===== config.mk =====
export PLATFORM = sky130hd
export DESIGN_NAME = chunked_serial_adder
export DESIGN_NICKNAME = d
export VERILOG_FILES = /design/src/rtl/chunked_serial_adder.sv
export SDC_FILE = /design/constraint.sdc
export NUM_CORES = 1
export LEC_CHECK = 0
export BUFFER_PORTS_ARGS = -buffer_cell sky130_fd_sc_hd__buf_2
export CORE_ASPECT_RATIO = 2
export CORE_UTILIZATION = 55
export DETAILED_ROUTE_END_ITERATION = 12
export PLACE_DENSITY = 0.91
export SLEW_MARGIN = 20
export SYNTH_ARGS = -nofsm -noshare
export SYNTH_HDL_FRONTEND = slang
export SYNTH_SLANG_ARGS = --single-unit

===== constraint.sdc =====
create_clock -name clk -period 5.9 [get_ports clk]
set_input_delay 0.885 -clock clk [delete_from_list [all_inputs] [get_ports clk]]
set_output_delay 0.885 -clock clk [all_outputs]
set_load 0.01 [all_outputs]

===== src/rtl/chunked_serial_adder.sv =====
// chunked_serial_adder: multi-cycle add/subtract, CHUNK bits per clock through one ripple slice,
// with valid/ready handshakes on both sides and a signed-overflow flag.
module chunked_serial_adder #(
    parameter int WIDTH = 16,
    parameter int CHUNK = 4
) (
    input  logic             clk,
    input  logic             rst_n,
    input  logic             in_valid,
    output logic             in_ready,
    input  logic [WIDTH-1:0] in1,
    input  logic [WIDTH-1:0] in2,
    input  logic             c_in,
    input  logic             sub,
    output logic             out_valid,
    input  logic             out_ready,
    output logic [WIDTH-1:0] sum,
    output logic             c_out,
    output logic             ovf
);
    localparam int NCHUNK = WIDTH / CHUNK;
    localparam int CW = NCHUNK > 1 ? $clog2(NCHUNK) : 1;

    typedef enum logic [1:0] {IDLE, RUN, DONE} state_t;

    state_t           state_q, state_d;
    logic [WIDTH-1:0] a_q, a_d, b_q, b_d, sum_q, sum_d;
    logic             carry_q, carry_d, c_out_q, c_out_d, ovf_q, ovf_d;
    logic [CW-1:0]    cnt_q, cnt_d;
    logic [CHUNK-1:0] a_k, b_k;
    logic [CHUNK:0]   slice;
    logic             last;
    int               base;

    always_comb begin
        base  = int'(cnt_q) * CHUNK;
        a_k   = a_q[base +: CHUNK];
        b_k   = b_q[base +: CHUNK];
        slice = {1'b0, a_k} + {1'b0, b_k} + {{CHUNK{1'b0}}, carry_q};
        last  = cnt_q == CW'(NCHUNK - 1);
    end

    always_comb begin
        state_d = state_q;
        a_d     = a_q;
        b_d     = b_q;
        carry_d = carry_q;
        cnt_d   = cnt_q;
        sum_d   = sum_q;
        c_out_d = c_out_q;
        ovf_d   = ovf_q;
        case (state_q)
            IDLE: if (in_valid) begin
                a_d     = in1;
                b_d     = sub ? ~in2 : in2;
                carry_d = sub ? 1'b1 : c_in;
                cnt_d   = '0;
                state_d = RUN;
            end
            RUN: begin
                sum_d[base +: CHUNK] = slice[CHUNK-1:0];
                carry_d = slice[CHUNK];
                cnt_d   = last ? '0 : cnt_q + 1'b1;
                if (last) begin
                    c_out_d = slice[CHUNK];
                    // carry into the MSB recovered from the MSB's own sum bit
                    ovf_d   = a_k[CHUNK-1] ^ b_k[CHUNK-1] ^ slice[CHUNK-1] ^ slice[CHUNK];
                    state_d = DONE;
                end
            end
            DONE: if (out_ready) state_d = IDLE;
            default: state_d = IDLE;
        endcase
    end

    always_ff @(posedge clk or negedge rst_n) begin
        if (!rst_n) begin
            state_q <= IDLE;
            a_q     <= '0;
            b_q     <= '0;
            carry_q <= 1'b0;
            cnt_q   <= '0;
            sum_q   <= '0;
            c_out_q <= 1'b0;
            ovf_q   <= 1'b0;
        end else begin
            state_q <= state_d;
            a_q     <= a_d;
            b_q     <= b_d;
            carry_q <= carry_d;
            cnt_q   <= cnt_d;
            sum_q   <= sum_d;
            c_out_q <= c_out_d;
            ovf_q   <= ovf_d;
        end
    end

    assign in_ready  = state_q == IDLE;
    assign out_valid = state_q == DONE;
    assign sum       = sum_q;
    assign c_out     = c_out_q;
    assign ovf       = ovf_q;
endmodule


Yosys cells after proc, flatten, opt, wreduce, memory -nomap -nowiden --
Index checks and enable logic that the tools add are counted.
Storage, ports and cells: register bits 55, input bits 38, output and inout port bits 20
Cells by class: shifts and indexed selects 4, bitwise logic cells 4, mux-type cells 12, equal/unequal tests 6, reduce and logical (&&, ||, !) cells 6, $add $sub $neg 4
Operator list (count):
- 4-bit negation with 33-bit output | 1
- 4-bit by 33-bit variable shift with 16-bit output (first input constant) | 1
- 4-bit by 33-bit variable part select with 16-bit output | 1
- 16-bit by 5-bit variable part select with 4-bit output | 2
- 16-bit bitwise mux | 1
- 16-bit 2-to-1 mux | 1
- 16-bit inverter | 1
- 2-bit 2-to-1 mux | 5
- 2-bit one-hot mux with 3 select lines | 1
- 2-bit AND reduction | 3
- 4-bit by 4-bit adder with 5-bit output | 1
- 5-bit by 1-bit adder with 5-bit output | 1
- 2-bit equality test (second input constant) | 2
- 2-bit != test (second input constant) | 2
- 2-bit one-hot mux with 2 select lines | 1
- 3-bit AND reduction | 1
- 1-bit bitwise XOR | 3
- 2-bit by 1-bit adder with 2-bit output (second input constant) | 1
- 2-bit by 1-bit equality test with 1-bit output (second input constant) | 1
- 2-bit logical NOT | 1
- 1-bit 2-to-1 mux | 2
- 2-bit by 1-bit != test with 1-bit output (second input constant) | 1
- 1-bit one-hot mux with 2 select lines | 1
- 2-bit nonzero test | 1

Logic depth before layout (Yosys ltp) --
Gate-level depths: netlist of the first run.
depth in word-level cells 5, mapped depth 8, mapped depth without buffers 7

Worst setup path before layout of the first run --
Ideal clock, no wire load.
path type register -> register, start point reg cnt_q[0], end point reg ovf_q, in the netlist ovf, stages on the path, launching flop included 9, arrival 2.647 ns, setup time 0.127 ns, buffers on the path 1, setup slack 3.126 ns, path through dfrtp_1 > buf_2 > mux4_2 > fa_1 > fa_1 > a21o_1 > a21oi_2 > xnor2_1 > o21ai_0
Between the ends: cells in the longest elaborated chain, start to end 5, elaborated cells between the ends (all ways) 9, those cells by class add/sub: 2; eq/ne: 1; shift: 2; bitwise: 3; reduce/logical: 1
RTL lines:
- start, declared | RTL line 29 | logic [CW-1:0] cnt_q, cnt_d;
- start signal, assigned | RTL line 91 | cnt_q <= cnt_d;
- 16-bit by 5-bit variable part select with 4-bit output (on tied branches) | RTL line 37, 38
- 4-bit by 4-bit adder with 5-bit output | RTL line 39 | slice = {1'b0, a_k} + {1'b0, b_k} + {{CHUNK{1'b0}}, carry_q};
- 5-bit by 1-bit adder with 5-bit output | RTL line 39
- 1-bit bitwise XOR (2 in a row) | RTL line 67 | ovf_d = a_k[CHUNK-1] ^ b_k[CHUNK-1] ^ slice[CHUNK-1] ^ slice[CHUNK];
- end signal, assigned | RTL line 94 | ovf_q <= ovf_d;
- end, declared | RTL line 28 | logic carry_q, carry_d, c_out_q, c_out_d, ovf_q, ovf_d;
Parallel ways exist; a longest one is shown, timed or not. A chain may end at the register's enable or synchronous reset.

Worst setup path in the final report of the first run --
Same ends and word-level chain as after synthesis.

==> results_dict.tcl, run 1 <==
set metrics [dict create \
    outcome "finished, final reports clean" \
    syn_area_um2 2650 \
    syn_to_final_growth_pct 15.1 \
    dp_hpwl_um 4020 \
    grt_util_met2_pct 46.9 \
    synth_async_sr_flop_share_pct 100 \
    p_int_uw 992 \
    dieArea_um2 5120 \
    insertedDiodeCount 0 \
    max_freq_mhz 326 \
    worstMarginPinSlew_ps 674 \
    p_leak_nw 1.55 \
    synth_edf_count 0 \
    gp_congestion 0.915 \
    switching_share_pct 42.4 \
    die_w_um 51.1 \
    start_util_pct 57.7 \
    pwr-share-clk_pct 11.7 \
    layout-drive-gt1-share_pct 27.6 \
    synth_cell_type_count 29 \
    yosys_most_used_dff "dfrtp_1" \
    setup_viol 0 \
    irDropWorstVdd_uv 348 \
    fin_crit_ps 3060 \
    crit_path_end_kind "flop" \
    grt-ovfl-total 0 \
    vias_per_cell 5.43 \
    clkLatencyLatePin_ps 310 \
    critPathLaunchType "flop" \
    cp.arrival_ps 3250 \
    tns_ps 0 \
    numClockSinks 55 \
    use_met1_pct 22.6 \
    grt_pass1_vias 2017 \
    antenna_found_initial 0 \
    post-route-period-util_pct 51.9 \
    postCtsResizedCells 0 \
    critPathMaxFanout 15 \
    maxCapViolCount 0 \
    synth_cells 242 \
    rows 35 \
    path_common_cell "fa_1" \
    drtIter0Drc 35 \
    hold_viol 0 \
    die_h_um 100 \
    p_per_area_nw_per_um2 564 \
    crit_required_ps 6090 \
    grt_max_degree 56 \
    crit_chain "mux4_2 > fa_1 > fa_1 > a21o_1 > a21oi_2 > xnor2_1 > o21ai_0" \
    grt_setup_unrepaired "no" \
    dr_total_vias 1912 \
    max_stage_delay_ps 790 \
    avgRoutedWirePerCell_um 14.9 \
    cp_top_family "adder cells" \
    ant_nets 0 \
    nets 345 \
    core_area_um2 4600 \
    grt_usage_pct 24.0 \
    clockBufferDepth 2 \
    cts.htree.levels 2 \
    holdWs_ps 485 \
    post-cts-setup-buffer-count 0 \
    syn_area_per_cell_um2 11.0 \
    top_usage_layer "met2" \
    combPwrFrac_pct 50.5 \
    clk_pin_slew_ps 90 \
    crit_path_top_delay_cell "dfrtp_1" \
    remaining_drc_errors 0 \
    drt_wl_total_um 5260 \
    maxSlewViolCount 0 \
    cts_buffers 5 \
    pwr-share-seq_pct 37.8 \
    skew_ps 5.15 \
    yosysWarnings 0 \
    ys_ff_latch 55 \
    crit_type "flop to flop" \
    cts_root_buf "clkbuf_8" \
    use_met3_pct 3.03 \
    port_buffers 57 \
    regArea_um2 1380 \
    hp-class "flop to flop" \
    io_pins 58 \
    path_buf_inv 0 \
    synth_nets 291 \
    grt_pass1_wl_um 8990 \
    yosysSeqAreaShare_pct 51.9 \
    slew_headroom_pct 55.0 \
    drtPass1Iterations 4 \
    cts_tree "done" \
    nFillCells 374 \
    ctsHoldBuffers 0 \
    multi_input_area_um2 1200 \
    p_sw_uw 731 \
]
[area by class of cell]
cell class                      count  area share [%]
Clock inverter                      3           0.656
Tap cell                           55            2.25
Inverter                            4           0.492
Timing Repair Buffer               59            9.84
Clock buffer                        5            2.25
Sequential cell                    55            45.1
Multi-Input combinational cell    171            39.4
[worst register-to-register path, delay by kind of cell (launching register included)]
kind | cells | cell delay (ps)
adders and majority gates | 2 | 920
DFF | 1 | 790
muxes | 1 | 610
AOI/OAI and AO/OA | 3 | 500
xor gates and xnor gates | 1 | 140
[state kept, by name (all words and copies together) (netlist names)]
signal / flops
ovf: 1
c_out: 1
a_q: 16
cnt_q: 2
carry_q: 1
sum: 16
b_q: 16
state_q: 2
[synthesized netlist by cell type (all sizes together) (2+ instances only)]
master | count | area, um^2
o21ai | 21 | 105
inv | 4 | 15.0
dfrtp | 55 | 1380
o31ai | 4 | 30.0
clkbuf | 6 | 22.5
nand3 | 3 | 15.0
mux4 | 8 | 180
a22o | 14 | 123
ha | 9 | 113
fa | 2 | 40.0
buf | 6 | 35.0
xnor2 | 19 | 166
a21oi | 2 | 17.5
nor2 | 3 | 13.8
a21o | 2 | 15.0
nand2 | 75 | 292
[through the flow]
stage	utilization (%)	instance area (um^2)	worst slack [ps]	total power [mW]	instances
after CTS	66.4	3050	2830	1.74	352
after floorplan	-	2650	3130	1.30	242
final	66.4	3050	2840	1.72	352
after global placement	64.5	2960	2890	1.49	344
after detailed placement	64.5	2960	2860	1.53	344
after global routing	66.4	3050	2640	1.87	352
[cells in the final DEF (no fill, tap or decap), types with 2 or more instances in the layout]
master	instances
nand2_1	73
buf_2	57
dfrtp_1	55
o21ai_0	21
xnor2_1	19
a22o_1	14
ha_1	9
mux4_2	8
clkbuf_8	5
inv_1	4
o31ai_1	4
nand3_1	3
nor2_1	2
a21o_1	2
a21oi_2	2
fa_1	2
clkinvlp_4	2
buf_4	2
[final timing paths]
check	end	start	cells after the start	slack, ps
max	ovf$_DFFE_PN0P_	cnt_q[0]$_DFFE_PN0P_	7	2840
max reg2reg	ovf$_DFFE_PN0P_	cnt_q[0]$_DFFE_PN0P_	7	2840
min in group asynchronous	sum[8]$_DFFE_PN0P_	rst_n	2	690
max in group asynchronous	a_q[8]$_DFFE_PN0P_	rst_n	2	4780
min reg2reg	b_q[11]$_DFFE_PN0P_	b_q[11]$_DFFE_PN0P_	2	480
min	b_q[11]$_DFFE_PN0P_	b_q[11]$_DFFE_PN0P_	2	480
[kinds of logic after synthesis]
group	Yosys count	share of synthesized area, %
adders and majority gates	11	5.75
xor gates and xnor gates	20	6.60
muxes	8	6.79
and+or+nand+nor	88	15.0
DFF	55	51.9
buffers and inverters	16	2.74
AOI/OAI and AO/OA	44	11.2
[per-layer routing]
layer | wire length, um | up-vias
met5 | 0 | -
met4 | 228 | 0
met3 | 145 | 17
met2 | 3040 | 62
met1 | 1840 | 909
li1 | - | 924
[power by group through the flow]
| stage | registers [mW] | clock network, mW | logic, mW |
|---|---|---|---|
| global placement | 0.651 | 0 | 0.842 |
| global route | 0.675 | 0.219 | 0.973 |
| CTS | 0.654 | 0.208 | 0.875 |
| detailed placement | 0.661 | 0 | 0.868 |
| finish | 0.651 | 0.202 | 0.870 |
| floorplan | 0.617 | 0 | 0.680 |
Note: power is estimated with default switching activity, not from simulation.
==> run 2: changes to the inputs <==
CORE_UTILIZATION = 49   (was 55)
PLACE_DENSITY = 0.86   (was 0.91)
clock period = 2.6 ns   (was 5.9 ns; I/O delays follow)
==> run 2 against run 1 <==
Against the previous run:
- cell area is 2.2% higher
- flip-flop and latch count stayed put
- die area is 12% higher
- sequential share of layout area is 0.92 points lower
- first-iteration DRC count is 46% lower
- global-route usage is 1.2 points lower
- fmax is 24% higher
- register-to-register slack worse by 2700 ps
- via count is 2.8% higher
- critical path depth stayed put
==> results_dict.tcl, run 2 (synthesis gave the netlist of run 1 again) <==
set metrics [dict create \
    outcome "finished, final reports clean" \
    critPathLaunchType "flop" \
    io_pins 58 \
    ctsHoldBuffers 0 \
    maxSlewViolCount 0 \
    rr_worst_depth 7 \
    final_cell_mix "73 x nand2_1, 57 x buf_2, 54 x dfrtp_1" \
    p_leak_nw 1.59 \
    critPathMaxFanout 4 \
    drtPass1Iterations 5 \
    crit_required_ps 2800 \
    tns_ps 0 \
    dieArea_um2 5730 \
    cts_root_buf "clkbuf_8" \
    r2r_start "cnt_q[0]$_DFFE_PN0P_" \
    layout_commonest_cell "nand2_1" \
    core_area_um2 5180 \
    postLayoutCellArea_um2 3120 \
    crit_chain "mux4_2 > fa_1 > fa_2 > a21o_1 > a21oi_2 > xnor2_1 > o21ai_0" \
    dr_total_vias 1966 \
    skew_ps 5.89 \
    crit_path_top_delay_cell "mux4_2" \
    vias_per_cell 5.46 \
    crit_type "flop to flop" \
    crit_path_end_kind "flop" \
    start_util_pct 51.2 \
    fin_crit_ps 2460 \
    grt_setup_unrepaired "no" \
    drtIter0Drc 19 \
    insertedDiodeCount 0 \
    cp.depth 7 \
    grt-ovfl-total 0 \
    path_buf_inv 0 \
    ant_nets 0 \
    antenna_found_initial 0 \
    grt_max_degree 38 \
    max_stage_delay_ps 520 \
    p_per_area_nw_per_um2 1320 \
    worstMarginPinSlew_ps 716 \
    hold_viol 0 \
    use_met3_pct 4.43 \
    avgRoutedWirePerCell_um 15.3 \
    grt_pass1_vias 1950 \
    clockBufferDepth 2 \
    grt_usage_pct 22.9 \
    clkLatencyLatePin_ps 310 \
    drt_wl_total_um 5520 \
    grt_util_met2_pct 38.3 \
    use_met1_pct 23.8 \
    port_buffers 57 \
    syn_to_final_growth_pct 17.6 \
    cp_top_family "adder cells" \
    clk_pin_slew_ps 90 \
    layout-drive-gt1-share_pct 29.1 \
    setup_viol 0 \
    numClockSinks 55 \
    nets 351 \
    post-route-period-util_pct 94.7 \
    cp.arrival_ps 2660 \
    hp-class "input pin to asynchronous set/reset pin" \
    cts.htree.levels 2 \
    irDropWorstVdd_uv 833 \
    die_h_um 106 \
    cts_tree "done" \
    r2r_slack_ps 140 \
    grt_pass1_wl_um 9220 \
    dp_hpwl_um 4460 \
    reg2reg_to "ovf$_DFFE_PN0P_" \
    die_w_um 54.0 \
    placed_area_um2 3020 \
    rows 37 \
    slew_headroom_pct 52.2 \
    gp_congestion 0.902 \
    cts_buffers 5 \
    maxCapViolCount 0 \
    max_freq_mhz 406 \
    remaining_drc_errors 0 \
    top_usage_layer "met2" \
]
[run 2: changes by cell type in the layout (fill, tap and decap cells not counted)]
| cell | previous run | this run |
|---|---|---|
| buf_4 | 2 | 8 |
| clkinvlp_4 | 2 | 0 |
| bufinv_16 | 0 | 1 |
| clkbuf_1 | 0 | 1 |
| clkinv_2 | 1 | 0 |
| dfrtp_1 | 55 | 54 |
| dfrtp_2 | 0 | 1 |
| fa_1 | 2 | 1 |
| fa_2 | 0 | 1 |
[run 2: worst register-to-register path, delay by kind of cell, from the launching register on]
kind                       cells  cell delay, ps
AOI/OAI and AO/OA              3             480
xor gates and xnor gates       1             140
adders and majority gates      2             800
DFF                            1             410
muxes                          1             520
[run 2: where the power goes]
group	leakage [nW]	internal [mW]	switching [mW]
Clock	0.0513	0.283	0.265
Combinational	0.834	0.932	1.20
Sequential	0.704	1.21	0.235
[run 2: what timing repair did]
| item | CTS | global route |
|---|---|---|
| endpoints found under the setup margin | 0 | 1 |
| buffers inserted | 0 | 0 |
| resized for setup | 0 | 1 |
[run 2: how the worst max path moves through the flow]
stage                         startpoint         endpoint  slack [ps]
floorplan           cnt_q[0]$_DFFE_PN0P_  ovf$_DFFE_PN0P_           1
global placement    cnt_q[0]$_DFFE_PN0P_  ovf$_DFFE_PN0P_         160
detailed placement  cnt_q[0]$_DFFE_PN0P_  ovf$_DFFE_PN0P_         110
CTS                 cnt_q[0]$_DFFE_PN0P_  ovf$_DFFE_PN0P_         100
global route        cnt_q[0]$_DFFE_PN0P_  ovf$_DFFE_PN0P_           7
finish              cnt_q[0]$_DFFE_PN0P_  ovf$_DFFE_PN0P_         140
[run 2: stage by stage]
stage / hold WS, ps / std cells / utilization [%] / power (mW) / setup WS [ps]
after floorplan: 94.4 / 242 / - / 2.97 / 1.05
after global placement: 369 / 353 / 58.2 / 3.49 / 158
after detailed placement: 385 / 353 / 58.2 / 3.59 / 109
after CTS: 42.8 / 360 / 60.1 / 4.13 / 97.2
after global routing: 58.6 / 360 / 60.2 / 4.45 / 6.77
final: 28.5 / 360 / 60.2 / 4.13 / 137
[run 2: cell type report]
cell class | count | area, um^2
Multi-Input combinational cell | 171 | 1210
Tap cell | 58 | 72.6
Inverter | 4 | 15.0
Clock inverter | 1 | 30.0
Timing Repair Buffer | 65 | 345
Sequential cell | 55 | 1380
Fill cell | 453 | 2070
Clock buffer | 6 | 72.6
[run 2: layer usage]
metal  part of all wire [%]  up-vias
li1                       -      934
met1                     35      936
met2                     55       67
met3                    3.6       29
met4                    6.4        0
met5                      0        -
==> run 3: changes to the inputs <==
CELL_PAD_IN_SITES_DETAIL_PLACEMENT = 0   (was not set)
CELL_PAD_IN_SITES_GLOBAL_PLACEMENT = 1   (was not set)
CORE_UTILIZATION = 38   (was 49)
RECOVER_POWER = 100   (was not set)
==> run 3 against run 2 <==
Against the previous run:
- via count down 4.6%
- fmax is 2.2% higher
- clock skew fell by 1.9 ps
- register-to-register slack gained 50 ps
- wire length fell by 0.33%
- final cell count rose by 9.4%
- total power rose by 0.61%
- clock power increased by 16%
- core utilization down 13 points
- cell area increased by 0.92%
- flip-flop and latch count unchanged
- critical endpoint is now sum[7]$_DFFE_PN0P_
==> results_dict.tcl, run 3 (synthesis gave the netlist of run 1 again) <==
set metrics [dict create \
    crit_path_top_delay_cell "mux4_2" \
    r2r_start "cnt_q[0]$_DFFE_PN0P_" \
    grt_pass1_wl_um 9050 \
    critPathMaxFanout 9 \
    nets 354 \
    crit_chain "buf_4 > buf_4 > mux4_2 > ha_1 > a21o_1 > a21oi_2 > xnor2_1 > a22o_1" \
    grt_pass1_vias 1985 \
    irDropWorstVdd_uv 638 \
    antenna_found_initial 0 \
    grt-ovfl-total 0 \
    crit_required_ps 2770 \
    p_per_area_nw_per_um2 1320 \
    cts.htree.levels 2 \
    hp-class "input pin to flop" \
    vias_per_cell 4.76 \
    endpoint "sum[7]$_DFFE_PN0P_" \
    avgRoutedWirePerCell_um 14.0 \
    path_common_cell "buf_4" \
    hold_viol 0 \
    drtIter0Drc 54 \
    final_cell_mix "73 x nand2_1, 54 x dfrtp_1, 36 x buf_2" \
    slew_headroom_pct 43.0 \
    io_pins 58 \
    nFillCells 668 \
    max_freq_mhz 415 \
    r2r_slack_ps 190 \
    remaining_drc_errors 0 \
    critPathLaunchType "flop" \
    clk_pin_slew_ps 70 \
    post-route-period-util_pct 92.7 \
    fin_crit_ps 2410 \
    max_stage_delay_ps 560 \
    core_area_um2 6670 \
    grt_max_degree 52 \
    ant_nets 0 \
    layout_commonest_cell "nand2_1" \
    worstSetupStartpoint "cnt_q[0]$_DFFE_PN0P_" \
    port_buffers 57 \
    setup_viol 0 \
    dp_hpwl_um 4440 \
    cp.arrival_ps 2580 \
    worstMarginPinSlew_ps 856 \
    syn_to_final_growth_pct 18.7 \
    crit_path_end_kind "flop" \
    reg2reg_to "sum[7]$_DFFE_PN0P_" \
    maxCapViolCount 0 \
    skew_ps 3.97 \
    outcome "finished, final reports clean" \
    drt_wl_total_um 5500 \
    cts_buffers 5 \
    drtPass1Iterations 4 \
    cts_tree "done" \
    die_w_um 61.1 \
    regArea_um2 1380 \
    maxSlewViolCount 0 \
    dr_total_vias 1875 \
    multi_input_area_um2 1180 \
    layout-drive-gt1-share_pct 21.2 \
    p_leak_nw 1.52 \
    clkLatencyLatePin_ps 290 \
    tns_ps 0 \
    gp_congestion 0.824 \
    start_util_pct 39.7 \
    die_h_um 120 \
    grt_setup_unrepaired "no" \
    holdWs_ps 289 \
    dieArea_um2 7340 \
    insertedDiodeCount 0 \
    grt_usage_pct 16.9 \
    crit_type "flop to flop" \
    rows 42 \
    clockBufferDepth 2 \
    numClockSinks 55 \
    rr_worst_depth 8 \
    cts_root_buf "clkbuf_16" \
]
run 3: timing repair:
action                     CTS  global route
buffers inserted             0             1
hold buffers                 1             0
setup endpoints to repair    0             3
gates resized for setup      0             2
hold endpoints to repair    12             0
run 3: metrics by stage:
| stage | std cells | power [mW] | utilization [%] | worst slack [ps] | cell area, um^2 |
|---|---|---|---|---|---|
| after global routing | 394 | 4.48 | 47.2 | 47.5 | 3150 |
| final | 394 | 4.15 | 47.2 | 190 | 3150 |
| after detailed placement | 384 | 3.62 | 45.9 | 39.9 | 3060 |
| after global placement | 384 | 3.56 | 45.9 | 101 | 3060 |
| after floorplan | 242 | 2.97 | - | 1.05 | 2660 |
| after CTS | 393 | 4.25 | 48.1 | 26.8 | 3210 |
run 3: worst min-delay path by stage:
stage,from,end,slack (ps),cells past startpoint
6_report,out_ready,state_q[1]$_DFFE_PN0P_,290,2
3_3_place_gp,rst_n,a_q[1]$_DFFE_PN0P_,300,1
4_1_cts,in1[7],a_q[7]$_DFFE_PN0P_,290,3
2_1_floorplan,rst_n,a_q[0]$_DFFE_PN0P_,90,0
5_1_grt,in1[7],a_q[7]$_DFFE_PN0P_,290,3
3_5_place_dp,rst_n,a_q[5]$_DFFE_PN0P_,300,1
run 3: layer usage:
layer	track usage (%)	up-vias	share of wire, %
met5	0	-	0
met1	17.5	861	36
met2	30.5	52	56
li1	-	941	-
met3	2.37	21	3.1
met4	9.52	0	4.4
run 3: final cells by class:
type | instances | share of cell area (%)
flip-flops and latches | 55 | 43.8
multi-input cells | 171 | 37.4
clock buffers | 7 | 4.21
well taps | 88 | 3.50
clock inverters | 1 | 0.159
repair buffers | 68 | 10.5
inverters | 4 | 0.477
run 3: critical path: cells and delay by family, from the launching register on:
| kind | cells | cell delay [ps] |
|---|---|---|
| muxes | 1 | 560 |
| adders and majority gates | 1 | 290 |
| buffers and inverters | 2 | 290 |
| DFF | 1 | 400 |
| AOI/OAI and AO/OA | 3 | 580 |
| xor gates and xnor gates | 1 | 160 |
run 3: power by group:
| group | internal [mW] | total [mW] | switching (mW) | leakage [nW] |
|---|---|---|---|---|
| clock network | 0.356 | 0.635 | 0.278 | 0.0679 |
| registers | 1.21 | 1.44 | 0.228 | 0.704 |
| logic | 0.898 | 2.08 | 1.18 | 0.744 |
